--- src/rtl/grid_display_pkg.sv ---
// rtl/grid_display_pkg.sv - shared constants and helpers for the grid display renderer
//
// Purpose : default 800x600 timing, segment-boundary constants, palette
//           constants and a counter-width helper used by the renderer.
// Ports   : none (package).
package grid_display_pkg;

   // Horizontal segments in pixels: sync, back porch, active, front porch.
   localparam int H_SYNC_D   = 120;
   localparam int H_BP_D     = 64;
   localparam int H_ACTIVE_D = 800;
   localparam int H_FP_D     = 56;
   localparam int H_TOTAL_D  = H_SYNC_D + H_BP_D + H_ACTIVE_D + H_FP_D;

   // Vertical segments in lines.
   localparam int V_SYNC_D   = 6;
   localparam int V_BP_D     = 23;
   localparam int V_ACTIVE_D = 600;
   localparam int V_FP_D     = 37;
   localparam int V_TOTAL_D  = V_SYNC_D + V_BP_D + V_ACTIVE_D + V_FP_D;

   // Segment boundaries of the default timing (first index of each segment).
   localparam int H_ACT_START_D = H_SYNC_D + H_BP_D;
   localparam int H_FP_START_D  = H_ACT_START_D + H_ACTIVE_D;
   localparam int V_ACT_START_D = V_SYNC_D + V_BP_D;
   localparam int V_FP_START_D  = V_ACT_START_D + V_ACTIVE_D;

   // RGB 1-1-1 palette.
   localparam logic [2:0] COLOR_RED       = 3'b100;
   localparam logic [2:0] COLOR_GREEN     = 3'b010;
   localparam logic [2:0] COLOR_BLUE      = 3'b001;
   localparam logic [2:0] COLOR_BLACK     = 3'b000;
   localparam logic [2:0] GRID_LINE_COLOR = 3'b111;

   // Bits needed to count 0..n-1 (at least one bit).
   function automatic int cnt_width(input int n);
      return (n < 2) ? 1 : $clog2(n);
   endfunction

endpackage

--- src/rtl/grid_display_ctrl_if.sv ---
// rtl/grid_display_ctrl_if.sv - grid bus and video outputs of the grid display renderer
//
// Purpose : bundles the flat grid input with the video/tick outputs.
// Signals : grid_data  - flat grid, column c at [c*NUM_ROWS*COLOR_W +: NUM_ROWS*COLOR_W],
//                        row r in slot NUM_ROWS-1-r of its column
//           frame_tick - one-clock pulse at start of vertical front porch
//           hsync/vsync, vga_rgb - video outputs
// Modports: master = game side, slave = renderer.
interface grid_display_ctrl_if #(
   parameter int NUM_COLS = 4,
   parameter int NUM_ROWS = 8,
   parameter int COLOR_W  = 3
);
   logic [NUM_COLS*NUM_ROWS*COLOR_W-1:0] grid_data;
   logic                                 frame_tick;
   logic                                 hsync;
   logic                                 vsync;
   logic [COLOR_W-1:0]                   vga_rgb;

   modport master (
      output grid_data,
      input  frame_tick, hsync, vsync, vga_rgb
   );

   modport slave (
      input  grid_data,
      output frame_tick, hsync, vsync, vga_rgb
   );
endinterface

--- src/rtl/grid_display_ctrl_timing.sv ---
// rtl/grid_display_ctrl_timing.sv - pixel-enable divider, raster counters and sync decode
//
// Purpose : free-running pixel enable, x/y raster counters, raw sync levels,
//           active-area flags, line/frame strobes and the frame tick.
// Ports   : i_clk, i_rst          - clock, async active-high reset
//           o_pe                  - pixel enable
//           o_x_wrap              - pe on the last pixel of a line
//           o_h_act, o_h_act_last - x inside active area / on its last pixel
//           o_v_act, o_v_act_last - y inside active area / on its last line
//           o_pre_act_line        - y on the line just before active area
//           o_hsync_raw, o_vsync_raw - undelayed sync levels
//           o_frame_tick          - pe at x=0 of the first front-porch line
module vga_timing_gen
   import grid_display_pkg::*;
#(
   parameter int PIX_DIV  = 1,
   parameter int H_SYNC   = H_SYNC_D,
   parameter int H_BP     = H_BP_D,
   parameter int H_ACTIVE = H_ACTIVE_D,
   parameter int H_FP     = H_FP_D,
   parameter int V_SYNC   = V_SYNC_D,
   parameter int V_BP     = V_BP_D,
   parameter int V_ACTIVE = V_ACTIVE_D,
   parameter int V_FP     = V_FP_D,
   parameter bit SYNC_POL = 1'b0
) (
   input  logic i_clk,
   input  logic i_rst,
   output logic o_pe,
   output logic o_x_wrap,
   output logic o_h_act,
   output logic o_h_act_last,
   output logic o_v_act,
   output logic o_v_act_last,
   output logic o_pre_act_line,
   output logic o_hsync_raw,
   output logic o_vsync_raw,
   output logic o_frame_tick
);

   localparam int H_TOTAL = H_SYNC + H_BP + H_ACTIVE + H_FP;
   localparam int V_TOTAL = V_SYNC + V_BP + V_ACTIVE + V_FP;
   localparam int XW      = cnt_width(H_TOTAL);
   localparam int YW      = cnt_width(V_TOTAL);
   localparam int DW      = cnt_width(PIX_DIV);

   localparam logic [DW-1:0] D_LAST      = DW'(PIX_DIV - 1);
   localparam logic [XW-1:0] X_LAST      = XW'(H_TOTAL - 1);
   localparam logic [XW-1:0] X_SYNC_END  = XW'(H_SYNC);
   localparam logic [XW-1:0] X_ACT_START = XW'(H_SYNC + H_BP);
   localparam logic [XW-1:0] X_ACT_END   = XW'(H_SYNC + H_BP + H_ACTIVE);
   localparam logic [XW-1:0] X_ACT_LAST  = XW'(H_SYNC + H_BP + H_ACTIVE - 1);
   localparam logic [YW-1:0] Y_LAST      = YW'(V_TOTAL - 1);
   localparam logic [YW-1:0] Y_SYNC_END  = YW'(V_SYNC);
   localparam logic [YW-1:0] Y_PRE_ACT   = YW'(V_SYNC + V_BP - 1);
   localparam logic [YW-1:0] Y_ACT_START = YW'(V_SYNC + V_BP);
   localparam logic [YW-1:0] Y_ACT_END   = YW'(V_SYNC + V_BP + V_ACTIVE);
   localparam logic [YW-1:0] Y_ACT_LAST  = YW'(V_SYNC + V_BP + V_ACTIVE - 1);

   logic [DW-1:0] r_div;
   logic [XW-1:0] r_x_cnt;
   logic [YW-1:0] r_y_cnt;
   logic          w_pe;

   assign w_pe = (r_div == '0);

   always_ff @(posedge i_clk or posedge i_rst) begin
      if (i_rst) begin
         r_div   <= '0;
         r_x_cnt <= '0;
         r_y_cnt <= '0;
      end else begin
         r_div <= (r_div == D_LAST) ? '0 : r_div + DW'(1);
         if (w_pe) begin
            if (r_x_cnt == X_LAST) begin
               r_x_cnt <= '0;
               r_y_cnt <= (r_y_cnt == Y_LAST) ? '0 : r_y_cnt + YW'(1);
            end else begin
               r_x_cnt <= r_x_cnt + XW'(1);
            end
         end
      end
   end

   assign o_pe           = w_pe;
   assign o_x_wrap       = w_pe && (r_x_cnt == X_LAST);
   assign o_h_act        = (r_x_cnt >= X_ACT_START) && (r_x_cnt < X_ACT_END);
   assign o_h_act_last   = (r_x_cnt == X_ACT_LAST);
   assign o_v_act        = (r_y_cnt >= Y_ACT_START) && (r_y_cnt < Y_ACT_END);
   assign o_v_act_last   = (r_y_cnt == Y_ACT_LAST);
   assign o_pre_act_line = (r_y_cnt == Y_PRE_ACT);
   assign o_hsync_raw    = (r_x_cnt < X_SYNC_END) ? SYNC_POL : ~SYNC_POL;
   assign o_vsync_raw    = (r_y_cnt < Y_SYNC_END) ? SYNC_POL : ~SYNC_POL;
   assign o_frame_tick   = w_pe && (r_x_cnt == '0) && (r_y_cnt == Y_ACT_END);

endmodule

--- src/rtl/grid_display_ctrl.sv ---
// rtl/grid_display_ctrl.sv - VGA renderer painting a grid of solid colour cells
//
// Purpose : snapshots the grid once per frame (just before the first active
//           line) and paints NUM_COLS x NUM_ROWS cells through a 2-stage
//           pixel pipeline with hsync/vsync aligned to colour.
// Ports   : CLK_50M - system clock
//           RST     - asynchronous active-high reset
//           bus     - grid_display_ctrl_if.slave (grid_data in; frame_tick,
//                     hsync, vsync, vga_rgb out)
// Options : define GRID_LINES_EN to draw GRID_LINE_COLOR on the first pixel
//           column and first line of every cell.
module grid_display_ctrl
   import grid_display_pkg::*;
#(
   parameter int NUM_COLS = 4,
   parameter int NUM_ROWS = 8,
   parameter int COLOR_W  = 3,
   parameter int PIX_DIV  = 1,
   parameter int H_SYNC   = H_SYNC_D,
   parameter int H_BP     = H_BP_D,
   parameter int H_ACTIVE = H_ACTIVE_D,
   parameter int H_FP     = H_FP_D,
   parameter int V_SYNC   = V_SYNC_D,
   parameter int V_BP     = V_BP_D,
   parameter int V_ACTIVE = V_ACTIVE_D,
   parameter int V_FP     = V_FP_D,
   parameter bit SYNC_POL = 1'b0
) (
   input  logic              CLK_50M,
   input  logic              RST,
   grid_display_ctrl_if.slave bus
);

   localparam int CELL_W = H_ACTIVE / NUM_COLS;
   localparam int CELL_H = V_ACTIVE / NUM_ROWS;
   localparam int PXW    = cnt_width(CELL_W);
   localparam int LNW    = cnt_width(CELL_H);
   localparam int CW     = cnt_width(NUM_COLS);
   localparam int RW     = cnt_width(NUM_ROWS);

   localparam logic [PXW-1:0] PX_LAST = PXW'(CELL_W - 1);
   localparam logic [LNW-1:0] LN_LAST = LNW'(CELL_H - 1);

   logic w_pe, w_x_wrap, w_h_act, w_h_act_last, w_v_act, w_v_act_last;
   logic w_pre_act_line, w_hsync_raw, w_vsync_raw, w_frame_tick;

   vga_timing_gen #(
      .PIX_DIV  (PIX_DIV),
      .H_SYNC   (H_SYNC),
      .H_BP     (H_BP),
      .H_ACTIVE (H_ACTIVE),
      .H_FP     (H_FP),
      .V_SYNC   (V_SYNC),
      .V_BP     (V_BP),
      .V_ACTIVE (V_ACTIVE),
      .V_FP     (V_FP),
      .SYNC_POL (SYNC_POL)
   ) u_timing (
      .i_clk          (CLK_50M),
      .i_rst          (RST),
      .o_pe           (w_pe),
      .o_x_wrap       (w_x_wrap),
      .o_h_act        (w_h_act),
      .o_h_act_last   (w_h_act_last),
      .o_v_act        (w_v_act),
      .o_v_act_last   (w_v_act_last),
      .o_pre_act_line (w_pre_act_line),
      .o_hsync_raw    (w_hsync_raw),
      .o_vsync_raw    (w_vsync_raw),
      .o_frame_tick   (w_frame_tick)
   );

   // Cell counters describe the pixel the raster counters currently point at.
   // They clear on the last active pixel/line instead of advancing, so the
   // column and row indices can never step past the last cell.
   logic [PXW-1:0] r_cell_px;
   logic [LNW-1:0] r_cell_ln;
   logic [CW-1:0]  r_col_idx;
   logic [RW-1:0]  r_row_idx;

   always_ff @(posedge CLK_50M or posedge RST) begin
      if (RST) begin
         r_cell_px <= '0;
         r_col_idx <= '0;
         r_cell_ln <= '0;
         r_row_idx <= '0;
      end else if (w_pe) begin
         if (w_h_act && !w_h_act_last) begin
            if (r_cell_px == PX_LAST) begin
               r_cell_px <= '0;
               r_col_idx <= r_col_idx + CW'(1);
            end else begin
               r_cell_px <= r_cell_px + PXW'(1);
            end
         end else begin
            r_cell_px <= '0;
            r_col_idx <= '0;
         end

         if (w_x_wrap) begin
            if (w_v_act && !w_v_act_last) begin
               if (r_cell_ln == LN_LAST) begin
                  r_cell_ln <= '0;
                  r_row_idx <= r_row_idx + RW'(1);
               end else begin
                  r_cell_ln <= r_cell_ln + LNW'(1);
               end
            end else begin
               r_cell_ln <= '0;
               r_row_idx <= '0;
            end
         end
      end
   end

   // Shadow grid: loaded only at the end of the last line before the active
   // area so a frame always shows one consistent grid.
   logic [COLOR_W-1:0] r_shadow [NUM_COLS][NUM_ROWS];

   always_ff @(posedge CLK_50M or posedge RST) begin
      if (RST) begin
         for (int c = 0; c < NUM_COLS; c++) begin
            for (int r = 0; r < NUM_ROWS; r++) begin
               r_shadow[c][r] <= '0;
            end
         end
      end else if (w_x_wrap && w_pre_act_line) begin
         for (int c = 0; c < NUM_COLS; c++) begin
            for (int r = 0; r < NUM_ROWS; r++) begin
               r_shadow[c][r] <= bus.grid_data[(c*NUM_ROWS + NUM_ROWS-1-r)*COLOR_W +: COLOR_W];
            end
         end
      end
   end

   // Two-stage pixel pipeline; syncs travel alongside so all outputs align.
   logic [CW-1:0]      r_s1_col;
   logic [RW-1:0]      r_s1_row;
   logic               r_s1_act;
   logic               r_s1_hsync;
   logic               r_s1_vsync;
   logic [COLOR_W-1:0] r_rgb;
   logic               r_hsync;
   logic               r_vsync;
`ifdef GRID_LINES_EN
   logic               r_s1_line;
`endif

   always_ff @(posedge CLK_50M or posedge RST) begin
      if (RST) begin
         r_s1_col   <= '0;
         r_s1_row   <= '0;
         r_s1_act   <= 1'b0;
         r_s1_hsync <= ~SYNC_POL;
         r_s1_vsync <= ~SYNC_POL;
         r_rgb      <= '0;
         r_hsync    <= ~SYNC_POL;
         r_vsync    <= ~SYNC_POL;
`ifdef GRID_LINES_EN
         r_s1_line  <= 1'b0;
`endif
      end else if (w_pe) begin
         r_s1_col   <= r_col_idx;
         r_s1_row   <= r_row_idx;
         r_s1_act   <= w_h_act && w_v_act;
         r_s1_hsync <= w_hsync_raw;
         r_s1_vsync <= w_vsync_raw;
         r_hsync    <= r_s1_hsync;
         r_vsync    <= r_s1_vsync;
`ifdef GRID_LINES_EN
         r_s1_line  <= (r_cell_px == '0) || (r_cell_ln == '0);
         if (!r_s1_act)
            r_rgb <= '0;
         else if (r_s1_line)
            r_rgb <= COLOR_W'(GRID_LINE_COLOR);
         else
            r_rgb <= r_shadow[r_s1_col][r_s1_row];
`else
         r_rgb      <= r_s1_act ? r_shadow[r_s1_col][r_s1_row] : '0;
`endif
      end
   end

   assign bus.vga_rgb    = r_rgb;
   assign bus.hsync      = r_hsync;
   assign bus.vsync      = r_vsync;
   assign bus.frame_tick = w_frame_tick;

endmodule

--- src/flat_wrapper.sv ---
// flat-port wrapper written by rule: the top's interface ports become plain ports
module grid_display_ctrl_flat import grid_display_pkg::*;
#(
   parameter int NUM_COLS = 4,
   parameter int NUM_ROWS = 8,
   parameter int COLOR_W  = 3,
   parameter int PIX_DIV  = 1,
   parameter int H_SYNC   = H_SYNC_D,
   parameter int H_BP     = H_BP_D,
   parameter int H_ACTIVE = H_ACTIVE_D,
   parameter int H_FP     = H_FP_D,
   parameter int V_SYNC   = V_SYNC_D,
   parameter int V_BP     = V_BP_D,
   parameter int V_ACTIVE = V_ACTIVE_D,
   parameter int V_FP     = V_FP_D,
   parameter bit SYNC_POL = 1'b0
)
  (CLK_50M, RST, bus_grid_data, bus_frame_tick, bus_hsync, bus_vsync, bus_vga_rgb);
  grid_display_ctrl_if #(.NUM_COLS(NUM_COLS), .NUM_ROWS(NUM_ROWS), .COLOR_W(COLOR_W)) bus_i ();
  input  logic CLK_50M;
  input  logic RST;
  input wire logic [$bits(bus_i.grid_data)-1:0] bus_grid_data;
  output wire logic [$bits(bus_i.frame_tick)-1:0] bus_frame_tick;
  output wire logic [$bits(bus_i.hsync)-1:0] bus_hsync;
  output wire logic [$bits(bus_i.vsync)-1:0] bus_vsync;
  output wire logic [$bits(bus_i.vga_rgb)-1:0] bus_vga_rgb;
  assign bus_i.grid_data = bus_grid_data;
  assign bus_frame_tick = bus_i.frame_tick;
  assign bus_hsync = bus_i.hsync;
  assign bus_vsync = bus_i.vsync;
  assign bus_vga_rgb = bus_i.vga_rgb;
  grid_display_ctrl #(.NUM_COLS(NUM_COLS), .NUM_ROWS(NUM_ROWS), .COLOR_W(COLOR_W), .PIX_DIV(PIX_DIV), .H_SYNC(H_SYNC), .H_BP(H_BP), .H_ACTIVE(H_ACTIVE), .H_FP(H_FP), .V_SYNC(V_SYNC), .V_BP(V_BP), .V_ACTIVE(V_ACTIVE), .V_FP(V_FP), .SYNC_POL(SYNC_POL)) u_core (.CLK_50M(CLK_50M), .RST(RST), .bus(bus_i));
endmodule
--- config.mk ---
export PLATFORM = sky130hd
export DESIGN_NAME = grid_display_ctrl_flat
export DESIGN_NICKNAME = d
export VERILOG_FILES = /design/src/rtl/grid_display_pkg.sv /design/src/rtl/grid_display_ctrl_if.sv /design/src/rtl/grid_display_ctrl_timing.sv /design/src/rtl/grid_display_ctrl.sv /design/src/flat_wrapper.sv
export SDC_FILE = /design/constraint.sdc
export NUM_CORES = 1
export LEC_CHECK = 0
export ABC_AREA = 1
export CORE_ASPECT_RATIO = 1.1
export CORE_MARGIN = 2
export CORE_UTILIZATION = 50
export CTS_CLUSTER_SIZE = 30
export DETAILED_ROUTE_END_ITERATION = 12
export PLACE_DENSITY = 0.77
export SLEW_MARGIN = 20
export SYNTH_ARGS = -nofsm -noshare
export SYNTH_HDL_FRONTEND = slang
export SYNTH_SLANG_ARGS = --single-unit
--- constraint.sdc ---
create_clock -name CLK_50M -period 4.51 [get_ports CLK_50M]
set_input_delay 0.6765 -clock CLK_50M [delete_from_list [all_inputs] [get_ports CLK_50M]]
set_output_delay 0.6765 -clock CLK_50M [all_outputs]
set_load 0.02 [all_outputs]
Word-level counts from Yosys, hierarchy flattened

Cells that the tools add are included.

Bits of input ports: 98
Flip-flop bits (word level): 151

Order comparisons: 8
Equality and inequality tests: 10
Bitwise operators: 3
Reductions and logical operators: 16
Muxes and demuxes: 20
Add/sub/neg operators: 7

Operators with widths:

| operator                | count |
|---|---|
| $bmux W24 S2            | 1 |
| $mux W24                | 2 |
| $eq A10 B10 Y1 const B  | 3 |
| $mux W8                 | 2 |
| $mux W3                 | 5 |
| $mux W7                 | 2 |
| $add A11 B1 Y11 const B | 1 |
| $eq A11 B10 Y1 const B  | 1 |
| $eq A11 B11 Y1 const B  | 1 |
| $ge A11 B8 Y1 const B   | 1 |
| $logic_not A11 Y1       | 1 |
| $lt A11 B10 Y1 const B  | 1 |
| $lt A11 B7 Y1 const B   | 1 |
| $mux W11                | 1 |
| $add A10 B1 Y10 const B | 1 |
| $eq A10 B5 Y1 const B   | 1 |
| $ge A10 B5 Y1 const B   | 1 |
| $lt A10 B10 Y1 const B  | 1 |
| $lt A10 B3 Y1 const B   | 1 |
| $mux W10                | 1 |
| $bmux W3 S3             | 1 |
| $logic_and A1 B1 Y1     | 9 |
| $add A8 B1 Y8 const B   | 1 |
| $eq A8 B8 Y1 const B    | 1 |
| other kinds (16)        | 23 |

Depth between registers and ports, before layout

Depth after elaboration: 8
Gate-level depth with buffers: 12
Gate-level depth less buffers: 12

Cells and area by module

A second synthesis with hierarchy kept.

Cells, all modules: 786
Area total of the unflattened synthesis: 7415.9 um^2

By module, submodules not included:

| module            | seq. area each (um^2) | area an instance (um^2) | cells an instance | times used |
|---|---|---|---|---|
| grid_display_ctrl | 3233.1                | 5979.5                  | 592               | 1 |
| vga_timing_gen    | 525.5                 | 1436.4                  | 194               | 1 |

Least setup slack after synthesis

OpenSTA, ideal clock, no wires.

Kind: reg-to-output
Start: register u_core.u_timing.r_y_cnt[1]
End: output bus_frame_tick
Path buffers: 0
Slack: 2.383 ns
Stages on the path, launching flop included: 5
Data required time: 3.833 ns
Data arrival time: 1.451 ns
Path through: dfrtp_1 > inv_1 > ha_1 > nand4_1 > nor4_1

Word-level cells in the longest chain between the ends: 2

Ends and longest elaborated chain:

| element                  | RTL line                       | RTL |
|---|---|---|
| start: declaration       | grid_display_ctrl_timing.sv:62 | `logic [YW-1:0] r_y_cnt;` |
| start signal: assignment | grid_display_ctrl_timing.sv:77 | `r_y_cnt <= (r_y_cnt == Y_LAST) ? '0 : r_y_cnt + YW'(1);` |
| $eq A10 B10 Y1           | grid_display_ctrl_timing.sv:94 | `assign o_frame_tick = w_pe && (r_x_cnt == '0) && (r_y_cnt == Y_ACT_END);` |
| $logic_and A1 B1 Y1      | grid_display_ctrl_timing.sv:94 |  |
| end: declaration         | flat_wrapper.sv:23             | `output wire logic [$bits(bus_i.frame_tick)-1:0] bus_frame_tick;` |

No other way between the ends.

Worst setup path after layout

Start: register u_core.u_timing.r_y_cnt[7]
End: output bus_frame_tick

The elaborated chain is that of the path after synthesis.

==> impl_metrics.toml <==
[critical_path]
cp_top_family = "buffers and inverters"
crit_path_max_fanout = 6
slowest_delay_ns = 0.66
critPathCaptureType = "output port"
timing.critical_path.cells = "inv_2 -> nand2_1 -> nor2_1 -> nand3_1 -> nor4_1 -> clkdlybuf4s50_1"
critPathBufInv = 2
cp.arrival_ns = 2.19
critPathLaunchType = "flop"
crit_path_top_delay_cell = "sky130_fd_sc_hd__clkdlybuf4s50_1"
critical_path_class = "reg2out"
crit_required_ns = 3.83

[timing]
final_period_minus_worst_setup_slack_ns = 2.863
fmaxAchievable_ghz = 0.3492
timing.slew.headroom_pct = 30.05
final_critical_path_share_of_the_clock_period_pct = 63.49
finalSetupViolations = 0
unrepaired_setup_endpoints_after_global_routing = "false"
hold_viol_final = 0
finClkSkew_ns = 0.008050
tightestPinTransition_ns = 1.048
finalSetupTns_ns = 0
final-max-slew-violation-count = 0

[yosys]
post_synth.cell_area_avg_um2 = 7.676
synth.area.top_cells = "sky130_fd_sc_hd__dfrtp_1 49%, sky130_fd_sc_hd__nand2_1 18%, sky130_fd_sc_hd__nand3_1 12%, sky130_fd_sc_hd__nor2_1 3.6%, sky130_fd_sc_hd__inv_1 3.0%"
synth_sequential_area_ratio_pct = 50.17
synth_cells = 976
largest_family_of_logic_cells_by_synthesized_area = "simple AND/OR/NAND/NOR gates"
number_of_distinct_library_cells_after_synthesis = 30
synth_fp_nets = 1083
synthesis.area_um2 = 7492
synth_simple_gate_area_share_pct = 36.49
synthesized_area_fraction_occupied_by_ao_oa_aoi_and_oai_cells_pct = 2.973
post_synth_mux_area_share_pct = 0
synth_top_cell_area_share_pct = 48.76
yosysWarningCount = 0
synth_area_leader_cell = "sky130_fd_sc_hd__dfrtp_1"
synthesis_stage_register_bit_count = 150
yosys.area_share.xor_xnor_pct = 1.870
yosys.area_share.adder_pct = 1.503

[power_and_ir_drop]
seqPwrFrac_pct = 44.1
power_frac_clock_pct = 52.1
total_switching_power_uw = 584.1
powerDensity_nw_per_um2 = 331.4
combinationalPowerShare_pct = 3.8
power.share.switching_pct = 19.11
internal_power_uw = 2472
leakagePower_uw = 0.004265
peak_vdd_ir_mv = 0.2494

[placement]
dp.final_hpwl_um = 13260
place.port_buffers = 103
placed_cells = 1228
routabilityCongestion = 0.9446

[routing]
ant_nets = 0
route.final.wire_length_um = 19200
drt_iter0_markers = 607
drcViolationCount = 0
average_wire_length_per_cell_after_detail_routing_um = 15.24
routed-via-count = 6686
vias_per_cell = 5.306
first_pass_iters = 5

[floorplanning]
placeableCoreArea_um2 = 14560
die_width_um = 120.7
io-pin-count = 104
die-area_um2 = 15980
die_height_um = 132.4
fp-row-count = 46
effective_utilization_at_floorplan_pct = 51.45

[clock_tree]
cts.root.buffer_cell = "sky130_fd_sc_hd__clkbuf_16"
tritoncts = "yes"
cts-root-to-sink-buffers = 2
clkSlewWorstSetupHoldPaths_ns = 0.06
cts.hold.buffers_added = 0
post-cts-setup-buffer-count = 0
cts_repair_resize_count = 0
htree_num_levels = 4
tritoncts.num_buffers = 17
clock_sinks = 150
clk_latency_ns = 0.42

[cells_and_area]
nets = 1162
layout-drive-gt1-share_pct = 5.150
area_added_between_synthesis_and_finish_pct = 23.10
layout.cells.non_filler = 1260
n_antenna_cell = 0
finish.utilization_pct = 63.34
fillerInstances = 1237

[global_routing]
grt_pass1_vias = 6577
antenna_found_initial = 0
grtUsageTotal_pct = 25.34
grt_pass1_wl_um = 31910
grt-ovfl-total = 0
grt_max_degree = 101

[run_status]
status = "finished clean"

[worst_hold_path]
worst_hold_path_type = "reg2reg"

[flow_run]
maxCapViolCount = 0
-- power by group through the flow --
stage	Clock (µW)	Sequential, µW	Combinational (µW)
finish	1590	1350	117
global route	1680	1350	128
CTS	1610	1350	119
detailed placement	0	1370	118
global placement	0	1370	119
floorplan	0	1370	19.7
-- synth_stat cells, drive strengths merged --
master / n
nand2: 361
nand3: 183
dfrtp: 146
nor2: 73
inv: 63
buf: 37
o21ai: 30
clkbuf: 14
nor3: 12
xor2: 11
nand4: 10
ha: 9
a21oi: 5
xnor2: 5
dfstp: 4
o22ai: 4
nor4: 3
o31ai: 2
and3: 1
nand3b: 1
o211ai: 1
or2: 1
-- per-stage QoR --
step	area, µm²	hold slack [ns]	total power (µW)	worst slack [ns]
after global routing	9223	0.3638	3151	1.492
after floorplan	7496	0.3452	1391	1.948
after global placement	8552	0.3464	1489	2.082
final	9223	0.3585	3056	1.647
after CTS	9223	0.3620	3074	1.615
after detailed placement	8552	0.3533	1488	2.028
-- registers in the layout, summed over array words and instances, names as in the netlist --
register                 count
u_core.bus.hsync             1
u_core.r_s1_vsync            1
u_core.r_cell_px             8
u_core.r_s1_col              2
u_core.bus.vga_rgb           3
u_core.r_s1_hsync            1
u_core.u_timing.r_y_cnt     10
u_core.r_s1_row              3
u_core.bus.vsync             1
u_core.r_shadow             96
u_core.r_s1_act              1
u_core.u_timing.r_x_cnt     11
u_core.r_col_idx             2
u_core.r_cell_ln             7
u_core.r_row_idx             3
-- logic make-up after synthesis --
| group | after synthesis |
|---|---|
| compound gates | 42 |
| xor+xnor | 16 |
| fa+ha+maj | 9 |
| buf+inv | 114 |
| flops | 150 |
| simple gates | 645 |
-- placed cells by master, fill, tap and decap left out, types with 2 or more instances in the layout --
master / synthesis / layout
sky130_fd_sc_hd__nand3_2: 3 / 3
sky130_fd_sc_hd__buf_4: 6 / 7
sky130_fd_sc_hd__ha_1: 9 / 9
sky130_fd_sc_hd__nor2_1: 71 / 71
sky130_fd_sc_hd__clkinv_4: 0 / 2
sky130_fd_sc_hd__o21ai_0: 30 / 30
sky130_fd_sc_hd__nand4_1: 10 / 10
sky130_fd_sc_hd__clkbuf_16: 0 / 17
sky130_fd_sc_hd__nor4_1: 3 / 3
sky130_fd_sc_hd__clkinv_2: 0 / 3
sky130_fd_sc_hd__o22ai_1: 4 / 4
sky130_fd_sc_hd__clkdlybuf4s50_1: 0 / 103
sky130_fd_sc_hd__xnor2_1: 5 / 5
sky130_fd_sc_hd__inv_1: 59 / 58
sky130_fd_sc_hd__o31ai_1: 2 / 2
sky130_fd_sc_hd__nand3_1: 180 / 180
sky130_fd_sc_hd__xor2_1: 11 / 11
sky130_fd_sc_hd__clkinvlp_4: 0 / 3
sky130_fd_sc_hd__dfstp_2: 4 / 4
sky130_fd_sc_hd__nor3_1: 12 / 12
sky130_fd_sc_hd__nand2_1: 360 / 360
sky130_fd_sc_hd__a21oi_1: 5 / 5
sky130_fd_sc_hd__bufinv_16: 0 / 6
sky130_fd_sc_hd__inv_2: 4 / 4
sky130_fd_sc_hd__dfrtp_1: 146 / 146
-- final timing paths --
path / from / slack [ns] / cells after the start / endpoint
setup / recovery: u_core.u_timing.r_y_cnt[7] / 1.65 / 6 / bus_frame_tick
hold reg to reg: u_core.r_s1_vsync / 0.36 / 0 / u_core.bus.vsync
min in group asynchronous: RST / 0.73 / 2 / u_core.r_shadow[79]
hold / removal: u_core.r_s1_vsync / 0.36 / 0 / u_core.bus.vsync
max in group asynchronous: RST / 2.92 / 3 / u_core.r_shadow[39]
setup reg to reg: u_core.u_timing.r_x_cnt[0] / 1.98 / 9 / u_core.r_shadow[2]
-- final cells by class --
cell class              count  area, µm²  area share (%)
flip-flops and latches    150       3759           40.75
repair buffers            111       1104           11.97
well taps                 192      240.2           2.605
multi-input cells         712       3209           34.80
inverters                  63      240.2           2.605
clock buffers              19      442.9           4.803
clock inverters            13      227.7           2.469
-- metal layers --
layer / vias to the layer above / global-route usage (%) / routed length (µm) / share of wire [%]
met5: - / 0 / 0 / 0
met2: 232 / 41.93 / 9559 / 50
met3: 35 / 5.580 / 1020 / 5.3
li1: 3288 / - / - / -
met1: 3131 / 32.04 / 8108 / 42
met4: 0 / 10.72 / 515 / 2.7
Note: power is estimated with default switching activity, not from simulation.
